`src/rtl/spi_cntrl_if.sv`:
```
// ---------------------------------------------------------------------------
// spi_cntrl_if
//
// User-side handshake bundle for spi_cntrl.
//
//   start          request a byte transfer (honoured only while busy=0)
//   data_to_send   byte to transmit, MSB first, sampled with start
//   hold_cs        sampled with start; 1 keeps SPI_CS low after the byte
//   data_received  last received byte, MSB first
//   busy           transfer in progress, start is ignored
//   done           one-cycle pulse coincident with a data_received update
//
// Modports:
//   master - user logic issuing transfers
//   slave  - the SPI controller
// ---------------------------------------------------------------------------
interface spi_cntrl_if;
    logic       start;
    logic [7:0] data_to_send;
    logic       hold_cs;
    logic [7:0] data_received;
    logic       busy;
    logic       done;

    modport master (
        output start,
        output data_to_send,
        output hold_cs,
        input  data_received,
        input  busy,
        input  done
    );

    modport slave (
        input  start,
        input  data_to_send,
        input  hold_cs,
        output data_received,
        output busy,
        output done
    );
endinterface

```
`src/rtl/spi_cntrl.sv`:
```
// ---------------------------------------------------------------------------
// spi_cntrl
//
// SPI main-side controller, mode 0 (CPOL=0, CPHA=0), one subunit.
// Transfers one byte per start request; hold_cs=1 keeps SPI_CS asserted
// afterwards so that multi-byte transactions can be chained.
//
// Parameters:
//   CLK_FREQUENCY   system clock frequency in Hz
//   SCLK_FREQUENCY  SPI_SCLK frequency in Hz
//   HALF = CLK_FREQUENCY/(2*SCLK_FREQUENCY) clock cycles per SCLK phase,
//   must be at least 3.
//
// Ports:
//   clk       system clock, rising edge
//   rst_n     asynchronous active-low reset
//   user      spi_cntrl_if.slave: start/data_to_send/hold_cs in,
//             data_received/busy/done out
//   SPI_SCLK  serial clock, idle low
//   SPI_MOSI  serial data out
//   SPI_MISO  serial data in
//   SPI_CS    chip select, active low
//
// Build option:
//   SPI_CNTRL_MISO_SYNC_EN  when defined, SPI_MISO passes through a
//                           2-flop synchronizer before it is sampled.
//                           Output cycle timing is unchanged.
//
// All SPI-side outputs are registered and computed from the next state,
// so every pin changes exactly on the edge where the FSM changes phase.
// ---------------------------------------------------------------------------
module spi_cntrl #(
    parameter int CLK_FREQUENCY  = 100_000_000,
    parameter int SCLK_FREQUENCY = 500_000
) (
    input  logic        clk,
    input  logic        rst_n,
    spi_cntrl_if.slave  user,
    output logic        SPI_SCLK,
    output logic        SPI_MOSI,
    input  logic        SPI_MISO,
    output logic        SPI_CS
);

    localparam int HALF  = CLK_FREQUENCY / (2 * SCLK_FREQUENCY);
    localparam int CNT_W = (HALF > 2) ? $clog2(HALF) : 2;
    localparam logic [CNT_W-1:0] CNT_LAST = CNT_W'(HALF - 1);

    generate
        if (HALF < 3) begin : g_half_check
            $fatal(1, "spi_cntrl: HALF=%0d, at least 3 clock cycles per SCLK phase required", HALF);
        end
    endgenerate

    typedef enum logic [2:0] {
        IDLE,
        LOW,
        HIGH,
        CS_HOLD,
        HOLD,
        GAP
    } state_t;

    state_t           state_q, state_d;
    logic [CNT_W-1:0] cnt_q, cnt_d;       // cycles spent in the current phase
    logic [2:0]       bit_q, bit_d;       // bit index within the byte
    logic [7:0]       tx_q, tx_d;
    logic [7:0]       rx_q, rx_d;
    logic             hold_q, hold_d;
    logic [7:0]       data_received_q, data_received_d;
    logic             done_q, done_d;
    logic             busy_q, busy_d;
    logic             sclk_q, sclk_d;
    logic             mosi_q, mosi_d;
    logic             cs_q, cs_d;
    logic             miso_s;

    // -----------------------------------------------------------------------
    // MISO input path
    // -----------------------------------------------------------------------
`ifdef SPI_CNTRL_MISO_SYNC_EN
    // MISO is stable for the whole preceding low phase (HALF >= 3 cycles),
    // so two cycles of synchronizer latency still land inside it.
    logic [1:0] miso_sync_q, miso_sync_d;

    always_comb begin
        miso_sync_d = {miso_sync_q[0], SPI_MISO};
    end

    always_ff @(posedge clk or negedge rst_n) begin
        if (!rst_n) begin
            miso_sync_q <= 2'b00;
        end else begin
            miso_sync_q <= miso_sync_d;
        end
    end

    assign miso_s = miso_sync_q[1];
`else
    assign miso_s = SPI_MISO;
`endif

    // -----------------------------------------------------------------------
    // Next-state and output logic
    // -----------------------------------------------------------------------
    always_comb begin
        state_d         = state_q;
        cnt_d           = cnt_q;
        bit_d           = bit_q;
        tx_d            = tx_q;
        rx_d            = rx_q;
        hold_d          = hold_q;
        data_received_d = data_received_q;
        done_d          = 1'b0;

        unique case (state_q)
            IDLE, HOLD: begin
                if (user.start) begin
                    tx_d    = user.data_to_send;
                    hold_d  = user.hold_cs;
                    bit_d   = 3'd0;
                    cnt_d   = '0;
                    state_d = LOW;
                end
            end

            LOW: begin
                if (cnt_q == CNT_LAST) begin
                    // The edge entering HIGH is the SCLK rising edge:
                    // capture the bit the subunit has held through LOW.
                    cnt_d   = '0;
                    rx_d    = {rx_q[6:0], miso_s};
                    state_d = HIGH;
                end else begin
                    cnt_d = cnt_q + CNT_W'(1);
                end
            end

            HIGH: begin
                if (cnt_q == CNT_LAST) begin
                    cnt_d = '0;
                    if (bit_q == 3'd7) begin
                        state_d = CS_HOLD;
                    end else begin
                        tx_d    = {tx_q[6:0], 1'b0};
                        bit_d   = bit_q + 3'd1;
                        state_d = LOW;
                    end
                end else begin
                    cnt_d = cnt_q + CNT_W'(1);
                end
            end

            CS_HOLD: begin
                if (cnt_q == CNT_LAST) begin
                    cnt_d           = '0;
                    done_d          = 1'b1;
                    data_received_d = rx_q;
                    state_d         = hold_q ? HOLD : GAP;
                end else begin
                    cnt_d = cnt_q + CNT_W'(1);
                end
            end

            GAP: begin
                if (cnt_q == CNT_LAST) begin
                    cnt_d   = '0;
                    state_d = IDLE;
                end else begin
                    cnt_d = cnt_q + CNT_W'(1);
                end
            end

            default: begin
                cnt_d   = '0;
                state_d = IDLE;
            end
        endcase

        // Pin values for the phase being entered.
        cs_d   = !((state_d == LOW) || (state_d == HIGH) ||
                   (state_d == CS_HOLD) || (state_d == HOLD));
        sclk_d = (state_d == HIGH);
        mosi_d = ((state_d == LOW) || (state_d == HIGH)) ? tx_d[7] : 1'b0;
        busy_d = (state_d == LOW) || (state_d == HIGH) ||
                 (state_d == CS_HOLD) || (state_d == GAP);
    end

    // -----------------------------------------------------------------------
    // State registers
    // -----------------------------------------------------------------------
    always_ff @(posedge clk or negedge rst_n) begin
        if (!rst_n) begin
            state_q         <= IDLE;
            cnt_q           <= '0;
            bit_q           <= 3'd0;
            tx_q            <= 8'h00;
            rx_q            <= 8'h00;
            hold_q          <= 1'b0;
            data_received_q <= 8'h00;
            done_q          <= 1'b0;
            busy_q          <= 1'b0;
            sclk_q          <= 1'b0;
            mosi_q          <= 1'b0;
            cs_q            <= 1'b1;
        end else begin
            state_q         <= state_d;
            cnt_q           <= cnt_d;
            bit_q           <= bit_d;
            tx_q            <= tx_d;
            rx_q            <= rx_d;
            hold_q          <= hold_d;
            data_received_q <= data_received_d;
            done_q          <= done_d;
            busy_q          <= busy_d;
            sclk_q          <= sclk_d;
            mosi_q          <= mosi_d;
            cs_q            <= cs_d;
        end
    end

    assign SPI_SCLK           = sclk_q;
    assign SPI_MOSI           = mosi_q;
    assign SPI_CS             = cs_q;
    assign user.data_received = data_received_q;
    assign user.busy          = busy_q;
    assign user.done          = done_q;

endmodule

```
`src/flat_wrapper.sv`:
```
// flat-port wrapper written by rule: the top's interface ports become plain ports
module spi_cntrl_flat 
#(
    parameter int CLK_FREQUENCY  = 100_000_000,
    parameter int SCLK_FREQUENCY = 500_000
)
  (clk, rst_n, SPI_SCLK, SPI_MOSI, SPI_MISO, SPI_CS, user_start, user_data_to_send, user_hold_cs, user_data_received, user_busy, user_done);
  spi_cntrl_if user_i ();
  input  logic clk;
  input  logic rst_n;
  output logic SPI_SCLK;
  output logic SPI_MOSI;
  input  logic SPI_MISO;
  output logic SPI_CS;
  input wire logic [$bits(user_i.start)-1:0] user_start;
  input wire logic [$bits(user_i.data_to_send)-1:0] user_data_to_send;
  input wire logic [$bits(user_i.hold_cs)-1:0] user_hold_cs;
  output wire logic [$bits(user_i.data_received)-1:0] user_data_received;
  output wire logic [$bits(user_i.busy)-1:0] user_busy;
  output wire logic [$bits(user_i.done)-1:0] user_done;
  assign user_i.start = user_start;
  assign user_i.data_to_send = user_data_to_send;
  assign user_i.hold_cs = user_hold_cs;
  assign user_data_received = user_i.data_received;
  assign user_busy = user_i.busy;
  assign user_done = user_i.done;
  spi_cntrl #(.CLK_FREQUENCY(CLK_FREQUENCY), .SCLK_FREQUENCY(SCLK_FREQUENCY)) u_core (.clk(clk), .rst_n(rst_n), .user(user_i), .SPI_SCLK(SPI_SCLK), .SPI_MOSI(SPI_MOSI), .SPI_MISO(SPI_MISO), .SPI_CS(SPI_CS));
endmodule
```
`config.mk`:
```
export PLATFORM = sky130hd
export DESIGN_NAME = spi_cntrl_flat
export DESIGN_NICKNAME = d
export VERILOG_FILES = /design/src/rtl/spi_cntrl_if.sv /design/src/rtl/spi_cntrl.sv /design/src/flat_wrapper.sv
export SDC_FILE = /design/constraint.sdc
export NUM_CORES = 1
export LEC_CHECK = 0
export ABC_AREA = 1
export CORE_AREA = 2 2 68 70
export CTS_CLUSTER_SIZE = 28
export DETAILED_ROUTE_END_ITERATION = 6
export DIE_AREA = 0 0 70 72
export PLACE_DENSITY = 0.76
export SETUP_SLACK_MARGIN = 0.4
export SYNTH_ARGS = -nofsm -noshare
export SYNTH_HDL_FRONTEND = slang
export SYNTH_SLANG_ARGS = --single-unit
export TNS_END_PERCENT = 100
```
`constraint.sdc`:
```
create_clock -name clk -period 1.4 [get_ports clk]
set_clock_uncertainty 0.1 [all_clocks]
set_input_delay 0.21 -clock clk [delete_from_list [all_inputs] [get_ports clk]]
set_output_delay 0.21 -clock clk [all_outputs]
set_load 0.05 [all_outputs]
```
# Word-level counts from Yosys, hierarchy flattened
# Index checks and enable logic that the tools add are counted.
word_totals:
  ff_bits: 43
  input_bits: 13
  output_inout_bits: 13
classes:
  add_sub_neg: 2
  eq_ne: 15
  n_mux: 22
  reduce_logical: 13
ops:
  columns: ["op", "count"]
  rows:
  - ["$mux 3", 8]
  - ["$mux 8", 3]
  - ["$pmux 8 s2", 1]
  - ["$eq 3x3->1 const B", 5]
  - ["$pmux 3 s5", 1]
  - ["$mux 7", 2]
  - ["$pmux 7 s2", 1]
  - ["$eq 3x2->1 const B", 4]
  - ["$add 7x1->7 const B", 1]
  - ["$eq 7x7->1 const B", 1]
  - ["$eq 3x1->1 const B", 2]
  - ["$pmux 3 s2", 1]
  - ["$reduce_and 2->1", 3]
  - ["$logic_or 1x1->1", 4]
  - ["$mux 1", 4]
  - ["$ne 2x2->1 const B", 2]
  - ["$reduce_and 4->1", 1]
  - ["$reduce_or 4->1", 1]
  - ["$add 3x1->3 const B", 1]
  - ["$logic_not 3->1", 1]
  - ["$mux 2", 1]
  - ["$ne 2x1->1 const B", 1]
  - ["$reduce_bool 2->1", 1]
  - ["$reduce_or 2->1", 1]
  - ["$logic_not 1->1", 1]

# Logic depth before layout (Yosys ltp)
# Gate-level depths: netlist of run 1.
logic_depth:
  ltp_word: 9
  depth_mapped: 10
  depth_no_buf: 10

# Worst setup path before layout of run 1
# Ideal clock, no wire load.
synth_path:
  kind: "reg2reg"
  from: "register u_core.cnt_q[1]"
  to: "register u_core.bit_q[0]"
  setup_time_ps: 125
  arrival_ps: 1295
  required_time_ps: 1175
  slack_ps: -120
  path_stages_with_launch: 11
  path_buffers: 0
  path_cell_list: "dfrtp_1 > ha_1 > nand2_1 > inv_1 > nand3_2 > nand2_1 > nand2_2 > nor2_2 > inv_2 > nand2_1 > o31ai_1"
synth_between:
  elab_chain_len: 3
synth_rtl:
  columns: ["element", "line_no", "rtl"]
  rows:
  - ["start: declaration", "spi_cntrl.sv:65", "logic [CNT_W-1:0] cnt_q, cnt_d;"]
  - ["start signal: assignment", "spi_cntrl.sv:208", "cnt_q <= cnt_d;"]
  - ["$eq 7x7->1", "spi_cntrl.sv:140", "if (cnt_q == CNT_LAST) begin"]
  - ["$ne 2x1->1 (no line)", null, null]
  - ["$reduce_and 4->1 (no line)", null, null]
  - ["end signal: assignment", "spi_cntrl.sv:209", "bit_q <= bit_d;"]
  - ["end: declaration", "spi_cntrl.sv:66", "logic [2:0] bit_q, bit_d;"]
# No other way between the ends.
# A chain may end at the register's enable or synchronous reset.

# Worst setup path in the final report of run 1
layout_path:
  from: "register u_core.cnt_q[0]"
  to: "register u_core.cs_q (netlist: u_core.SPI_CS)"
layout_between:
  elab_chain_len: 8
layout_rtl:
  columns: ["element", "line_no", "rtl"]
  rows:
  - ["$eq 7x7->1 (*)", null, null]
  - ["$mux 3, on equally long branches", null, null]
  - ["$pmux 3 s5 (*)", "spi_cntrl.sv:116", "unique case (state_q)"]
  - ["via u_core.state_d[0]", "spi_cntrl.sv:64", "state_t state_q, state_d;"]
  - ["$eq 3x1->1 or $eq 3x2->1 (tied branches)", "spi_cntrl.sv:181", "cs_d = !((state_d == LOW) || (state_d == HIGH) ||"]
  - ["$logic_or 1x1->1 (2 in a row)", "spi_cntrl.sv:181", null]
  - ["$logic_or 1x1->1 (*)", "spi_cntrl.sv:182", "(state_d == CS_HOLD) || (state_d == HOLD));"]
  - ["$logic_not 1->1 (*)", "spi_cntrl.sv:181", null]
  - ["via u_core.cs_d", "spi_cntrl.sv:75", "logic cs_q, cs_d;"]
  - ["end signal: assignment", "spi_cntrl.sv:218", "cs_q <= cs_d;"]
  - ["end: declaration", "spi_cntrl.sv:75", null]
# Mark *: on every way through the listed nets, which the timed path passes. The rest lies on a longest branch.

==> flow_metrics.py, run 1 <==
metrics = {
    "synthesis": {
        "ys.flop_type": "dfrtp_1",
        "synth_cell_type_count": 29,
        "synth_warnings": 0,
        "syn_nets": 243,
        "synth_edf_count": 0,
        "syn_area_per_cell_um2": 8.85,
        "synth-seq-area-share_pct": 53.6,
        "netlist_instances": 227,
        "synth_seq_cells": 43,
        "async_flop_share_pct": 100,
        "netlist_area_um2": 2010,
    },
    "cells_and_area": {
        "final_common_cell": "nand2_1",
        "postLayoutCoreUtil_pct": 76.4,
        "nFillCells": 264,
        "area_growth_pct": 62.2,
        "nNetsFinal": 312,
        "design_area_um2": 3260,
        "num_antenna_cells": 0,
        "final_cell_mix": "nand2_1, dfrtp_1, buf_4",
        "layout.cells.non_filler": 349,
        "drive_gt1_share_pct": 51.9,
    },
    "routing": {
        "avgRoutedWirePerCell_um": 14.7,
        "drt-met1-wl_um": 2120,
        "num_vias": 1807,
        "routed_via_density": 5.18,
        "firstDrtPassIters": 4,
        "wl_um": 5120,
        "routed.top_layer": "met4",
        "drtIter0Drc": 126,
        "ant_nets": 0,
        "drc": 0,
        "wl_met3_um": 191,
        "met2_length_um": 2600,
    },
    "flow_run": {
        "max_cap_viol_count": 0,
    },
    "grt": {
        "grt_use_total_pct": 19.2,
        "grt_pass1_vias": 1734,
        "gr-total-overflow": 0,
        "grt_max_degree": 44,
        "grt_pass1_wl_um": 7660,
        "antenna_found_initial": 0,
    },
    "worst_setup_path": {
        "r2r_start": "u_core.cnt_q[0]",
        "r2r_end": "u_core.SPI_CS",
        "cp.required_ps": 1530,
        "crit_top_cell": "nand2_4",
        "worst-r2r-setup-slack_ps": -210,
        "crit_chain": "ha_4, buf_6, nand2_4, nor2_8, nand2_2, nand3_4, inv_4, nand2_4, xor2_2",
        "crit_fanout": 7,
        "ff2ff_path_depth": 9,
        "critPathKind": "reg2reg",
        "worst_setup_path_start_kind": "flip-flop",
        "max_stage_delay_ps": 400,
        "worst-path-buf-inv": 2,
        "worstSetupEndpointType": "flip-flop",
        "cp.arrival_ps": 1740,
        "critPathTopFamily": "simple AND/OR/NAND/NOR gates",
        "startpoint": "u_core.cnt_q[0]",
        "crit_slowest_cell": "dfrtp_1",
    },
    "cts": {
        "cts_tree": "built",
        "cts_buffer_depth": 2,
        "clk_pin_slew_worst_paths_ps": 90,
        "numClockSinks": 43,
        "clk_latency_ps": 300,
        "cts.htree.levels": 2,
        "numCtsBuffers": 5,
        "root_buffer": "clkbuf_8",
    },
    "timing": {
        "fmax_ghz": 0.621,
        "fin_crit_sh_pct": 115,
        "setup_slack_ps": -210,
        "slew_headroom_pct": 84.0,
        "finalSetupTns_ps": -4980,
        "setup_violations": 40,
        "rsz0062_at_grt": "true",
        "drv_slew": 0,
        "period_minus_slack_ps": 1610,
        "whs_ps": 314,
        "hold_violations": 0,
        "worst_pin_slew_ps": 238,
    },
    "die": {
        "die_height_um": 72,
        "row_count": 24,
        "core-area_um2": 4260,
        "dieArea_um2": 5040,
        "die_w_um": 70,
        "pin_count": 26,
        "start_util_pct": 47.1,
    },
    "place": {
        "hpwl_um": 2890,
        "dpl.cell_count": 326,
        "io_buffers": 25,
        "pre_cts_slack_ps": -186,
        "placed_area_um2": 2730,
        "place_congestion": 0.803,
    },
    "run_status": {
        "violations": "setup timing",
        "status": "complete, but fails checks",
    },
    "pwr": {
        "pwr-share-seq_pct": 46.3,
        "switching_share_pct": 32.9,
        "clkPwrFrac_pct": 23.6,
        "power.density_nw_per_um2": 1030,
        "intPower_mw": 2.25,
        "irDropWorstVdd_uv": 792,
        "p_leak_nw": 1.55,
        "pwr-share-comb_pct": 30.1,
        "total_power_mw": 3.35,
        "p_switching_mw": 1.10,
    },
    "hold_path": {
        "hold_class": "in2async",
    },
}
==> layout make-up <==
| cell class | instances | area, µm² | share of cell area [%] |
|---|---|---|---|
| clock buffers | 6 | 72.6 | 2.23 |
| clock inverters | 2 | 12.5 | 0.384 |
| repair buffers | 66 | 778 | 23.9 |
| well taps | 52 | 65.1 | 2.00 |
| flip-flops and latches | 43 | 1080 | 33.2 |
| inverters | 27 | 124 | 3.80 |
| multi-input cells | 153 | 1120 | 34.5 |
==> cell usage after synthesis, types with 4 or more instances <==
cell     instances  area (µm²)
nand2_1         71         267
dfrtp_1         42        1050
inv_1           18        67.6
o21ai_1         15        75.1
nand3_1         12        60.1
a21oi_1         11        55.1
inv_2            8        30.0
nor2_1           8        30.0
nand4_1          6        37.5
nand2_2          4        25.0
nand3_2          4        40.0
==> metal layers <==
| metal | track usage [%] | vias up |
|---|---|---|
| li1 | - | 868 |
| met4 | 8.33 | 0 |
| met1 | 24.3 | 871 |
| met5 | 0 | - |
| met2 | 32.7 | 51 |
| met3 | 3.47 | 17 |
==> registers in the layout (all words and copies together), names as in the netlist <==
register	flops
u_core.rx_q	8
u_core.user.data_received	8
u_core.SPI_MOSI	1
u_core.cnt_q	7
u_core.tx_q	8
u_core.hold_q	1
u_core.SPI_CS	1
u_core.state_q	3
u_core.SPI_SCLK	1
u_core.user.busy	1
u_core.bit_q	3
u_core.user.done	1
==> cell families (layout without fill, tap and decap cells) <==
| kind of cell | count (synthesis) | in the layout | share of synthesized area [%] |
|---|---|---|---|
| xor gates and xnor gates | 2 | 2 | 1.25 |
| and+or+nand+nor | 115 | 115 | 27.9 |
| DFF | 43 | 43 | 53.6 |
| buffers and inverters | 31 | 101 | 6.35 |
| adders and majority gates | 3 | 3 | 1.87 |
| AOI/OAI and AO/OA | 33 | 33 | 8.97 |
==> what timing repair did <==
item	4_1_cts	5_1_grt
pin swaps	15	16
setup endpoints to repair	56	56
endpoints found under the hold margin	42	0
cloned	0	1
hold buffers	1	0
resized for setup	27	63
setup buffers	6	7
==> worst min-delay path, cell delays in order <==
cell and delay, ps:
dlygate4sd3_1 520, buf_2 120, buf_12 240
==> worst max-delay path by stage <==
stage / end / slack (ps) / cells past startpoint
4_1_cts: u_core.SPI_MOSI / -150 / 9
2_1_floorplan: u_core.bit_q[0] / -30 / 10
6_report: u_core.SPI_CS / -210 / 9
3_5_place_dp: u_core.SPI_MOSI / -190 / 9
3_3_place_gp: u_core.cnt_q[6] / -150 / 8
5_1_grt: u_core.SPI_CS / -270 / 9
==> power by group through the flow <==
stage | Sequential (mW) | Clock, mW | Combinational [mW]
floorplan | 1.62 | 0 | 0.414
global placement | 1.57 | 0 | 0.800
detailed placement | 1.57 | 0 | 0.826
CTS | 1.55 | 0.810 | 0.913
global route | 1.57 | 0.842 | 1.11
finish | 1.55 | 0.792 | 1.01
(Power assumes the default switching activity.)
==> inputs of run 2 (changes only) <==
--- a/config.mk
+++ b/config.mk
@@ -5,12 +5,11 @@
 export SDC_FILE = /design/constraint.sdc
 export NUM_CORES = 1
 export LEC_CHECK = 0
-export ABC_AREA = 1
-export CORE_AREA = 2 2 68 70
+export CORE_AREA = 2 2 66 68
 export CTS_CLUSTER_SIZE = 28
 export DETAILED_ROUTE_END_ITERATION = 6
-export DIE_AREA = 0 0 70 72
-export PLACE_DENSITY = 0.76
+export DIE_AREA = 0 0 68 70
+export PLACE_DENSITY = 0.77
 export SETUP_SLACK_MARGIN = 0.4
 export SYNTH_ARGS = -nofsm -noshare
 export SYNTH_HDL_FRONTEND = slang
==> flow_metrics.py, run 2 <==
metrics = {
    "flow_run": {
        "max_cap_viol_count": 0,
    },
    "routing": {
        "drtIter0Drc": 79,
        "ant_nets": 0,
        "drc": 0,
        "wl_um": 4140,
        "avgRoutedWirePerCell_um": 14.9,
        "firstDrtPassIters": 4,
        "routed_via_density": 5.33,
        "num_vias": 1483,
    },
    "synthesis": {
        "synthMuxAreaShare_pct": 11.6,
        "async_flop_share_pct": 100,
        "synth_seq_cells": 43,
        "synth_top_area_share_pct": 55.2,
        "synth_warnings": 0,
        "synth_compound_area_share_pct": 10.9,
        "synth_edf_count": 0,
        "synth-xor-area-share_pct": 2.30,
        "syn_nets": 177,
        "netlist.top_cell.by_area": "dfrtp_1",
        "yosys.area_share.simple_pct": 14.3,
        "ys.flop_type": "dfrtp_1",
        "netlist_area_um2": 1900,
        "synthAdderAreaFrac_pct": 1.97,
        "yosysMostFrequentCell": "dfrtp_1",
        "synth_cell_type_count": 40,
        "synthTopCellsByCount": "dfrtp_1, nand2_1, mux2_2, nor2_1",
        "syn_area_per_cell_um2": 11.8,
        "synth_top_family_by_area": "simple AND/OR/NAND/NOR gates",
        "netlist_instances": 161,
        "synthTopCellsByArea": "dfrtp_1, mux2_4, nand2_1, mux2_2, a22oi_1",
        "synth-seq-area-share_pct": 56.6,
    },
    "pwr": {
        "power.density_nw_per_um2": 835,
        "irDropWorstVdd_uv": 874,
        "p_leak_nw": 1.41,
        "total_power_mw": 2.44,
    },
    "cts": {
        "numCtsBuffers": 5,
        "root_buffer": "clkbuf_8",
        "numClockSinks": 43,
        "clk_pin_slew_worst_paths_ps": 80,
        "cts_buffer_depth": 2,
        "cts_tree": "built",
        "cts.htree.levels": 2,
        "clk_latency_ps": 300,
    },
    "timing": {
        "fin_crit_sh_pct": 166,
        "whs_ps": 312,
        "worst_pin_slew_ps": 377,
        "rsz0062_at_grt": "true",
        "finalSetupTns_ps": -31300,
        "setup_violations": 42,
        "drv_slew": 0,
        "setup_slack_ps": -918,
        "fmax_ghz": 0.431,
        "period_minus_slack_ps": 2320,
        "hold_violations": 0,
        "slew_headroom_pct": 74.8,
    },
    "run_status": {
        "violations": "setup timing",
        "status": "complete, but fails checks",
    },
    "worst_setup_path": {
        "worstSetupEndpointType": "flip-flop",
        "ff2ff_path_depth": 5,
        "crit_fanout": 8,
        "startpoint": "u_core.cnt_q[3]",
        "worst_setup_path_start_kind": "flip-flop",
        "critPathKind": "reg2reg",
        "crit_path_end": "u_core.rx_q[4]",
        "r2r_start": "u_core.cnt_q[3]",
        "cp.required_ps": 1480,
        "worst-r2r-setup-slack_ps": -920,
        "r2r_end": "u_core.rx_q[4]",
        "cp.arrival_ps": 2400,
    },
    "die": {
        "pin_count": 26,
        "dieArea_um2": 4760,
        "die_height_um": 70,
        "die_w_um": 68,
        "row_count": 24,
        "core-area_um2": 4140,
        "start_util_pct": 45.9,
    },
    "cells_and_area": {
        "nNetsFinal": 241,
        "num_antenna_cells": 0,
        "area_growth_pct": 53.4,
        "final_common_cell": "dfrtp_1",
        "layout.cells.non_filler": 278,
        "final_cell_mix": "dfrtp_1, buf_4, nand2_1",
        "drive_gt1_share_pct": 43.8,
        "nFillCells": 280,
    },
    "grt": {
        "antenna_found_initial": 0,
        "grt_max_degree": 44,
        "grt_pass1_vias": 1527,
        "gr-total-overflow": 0,
        "grt_use_total_pct": 19.8,
        "grt_pass1_wl_um": 7060,
    },
    "hold_path": {
        "hold_class": "in2async",
    },
    "place": {
        "place_congestion": 0.980,
        "io_buffers": 25,
        "pre_cts_slack_ps": -936,
        "hpwl_um": 2890,
        "dpl.cell_count": 263,
    },
}
-- run 2: cells by family (layout without fill, tap and decap cells) --
family / after synthesis / after routing
adder cells (fa/ha/maj): 3 / 3
multiplexers: 17 / 17
flip-flops: 43 / 43
AO/OA/AOI/OAI: 28 / 28
buffers and inverters: 9 / 74
AND/OR/NAND/NOR: 56 / 56
XOR/XNOR: 5 / 5
-- run 2: final cells by class --
cell class | instances | area (µm²) | area share (%)
Sequential cell | 43 | 1080 | 36.9
Inverter | 3 | 11.3 | 0.386
Multi-Input combinational cell | 109 | 902 | 30.9
Clock buffer | 6 | 72.6 | 2.49
Timing Repair Buffer | 63 | 731 | 25.0
Tap cell | 52 | 65.1 | 2.23
Clock inverter | 2 | 60.1 | 2.06
-- run 2: how the worst min path moves through the flow --
stage / to / slack [ps] / cells after the start
CTS: u_core.SPI_MOSI / 320 / 3
global route: u_core.tx_q[0] / 350 / 3
detailed placement: u_core.user.busy / 100 / 2
global placement: u_core.user.busy / 100 / 2
finish: u_core.hold_q / 310 / 3
floorplan: u_core.SPI_MOSI / -190 / 0
-- run 2: layer usage --
metal	part of all wire, %	GRT usage, %	vias up
met5	0	0	-
met4	1.2	5.56	0
met3	3.7	4.83	5
met2	54	33.4	33
met1	41	24.8	751
li1	-	-	694
-- run 2: worst max-delay path, stage by stage, from the launching register on --
cell and delay, ps:
dfrtp_1 380, or4b_4 540, or3_4 390, or3_4 340, buf_6 160, mux2_4 300
-- run 2: power by group --
part / switching, mW / internal (mW)
sequential: 0.00132 / 1.24
clock: 0.408 / 0.713
combinational: 0.0324 / 0.0394
-- run 2: per-stage QoR --
| stage | instance area (µm²) | util, % |
|---|---|---|
| final | 2920 | 70.4 |
| after CTS | 2890 | 69.7 |
| after global routing | 2920 | 70.4 |
| after global placement | 2600 | 62.7 |
| after detailed placement | 2600 | 62.7 |
| after floorplan | 1930 | - |
-- run 2: repair_timing --
item / 4_1_cts / 5_1_grt
hold buffers: 1 / 0
setup buffers: 4 / 1
pin swaps: 11 / 4
cloned: 1 / 0
resized for setup: 27 / 9
endpoints found under the hold margin: 42 / 0
setup endpoints to repair: 56 / 56
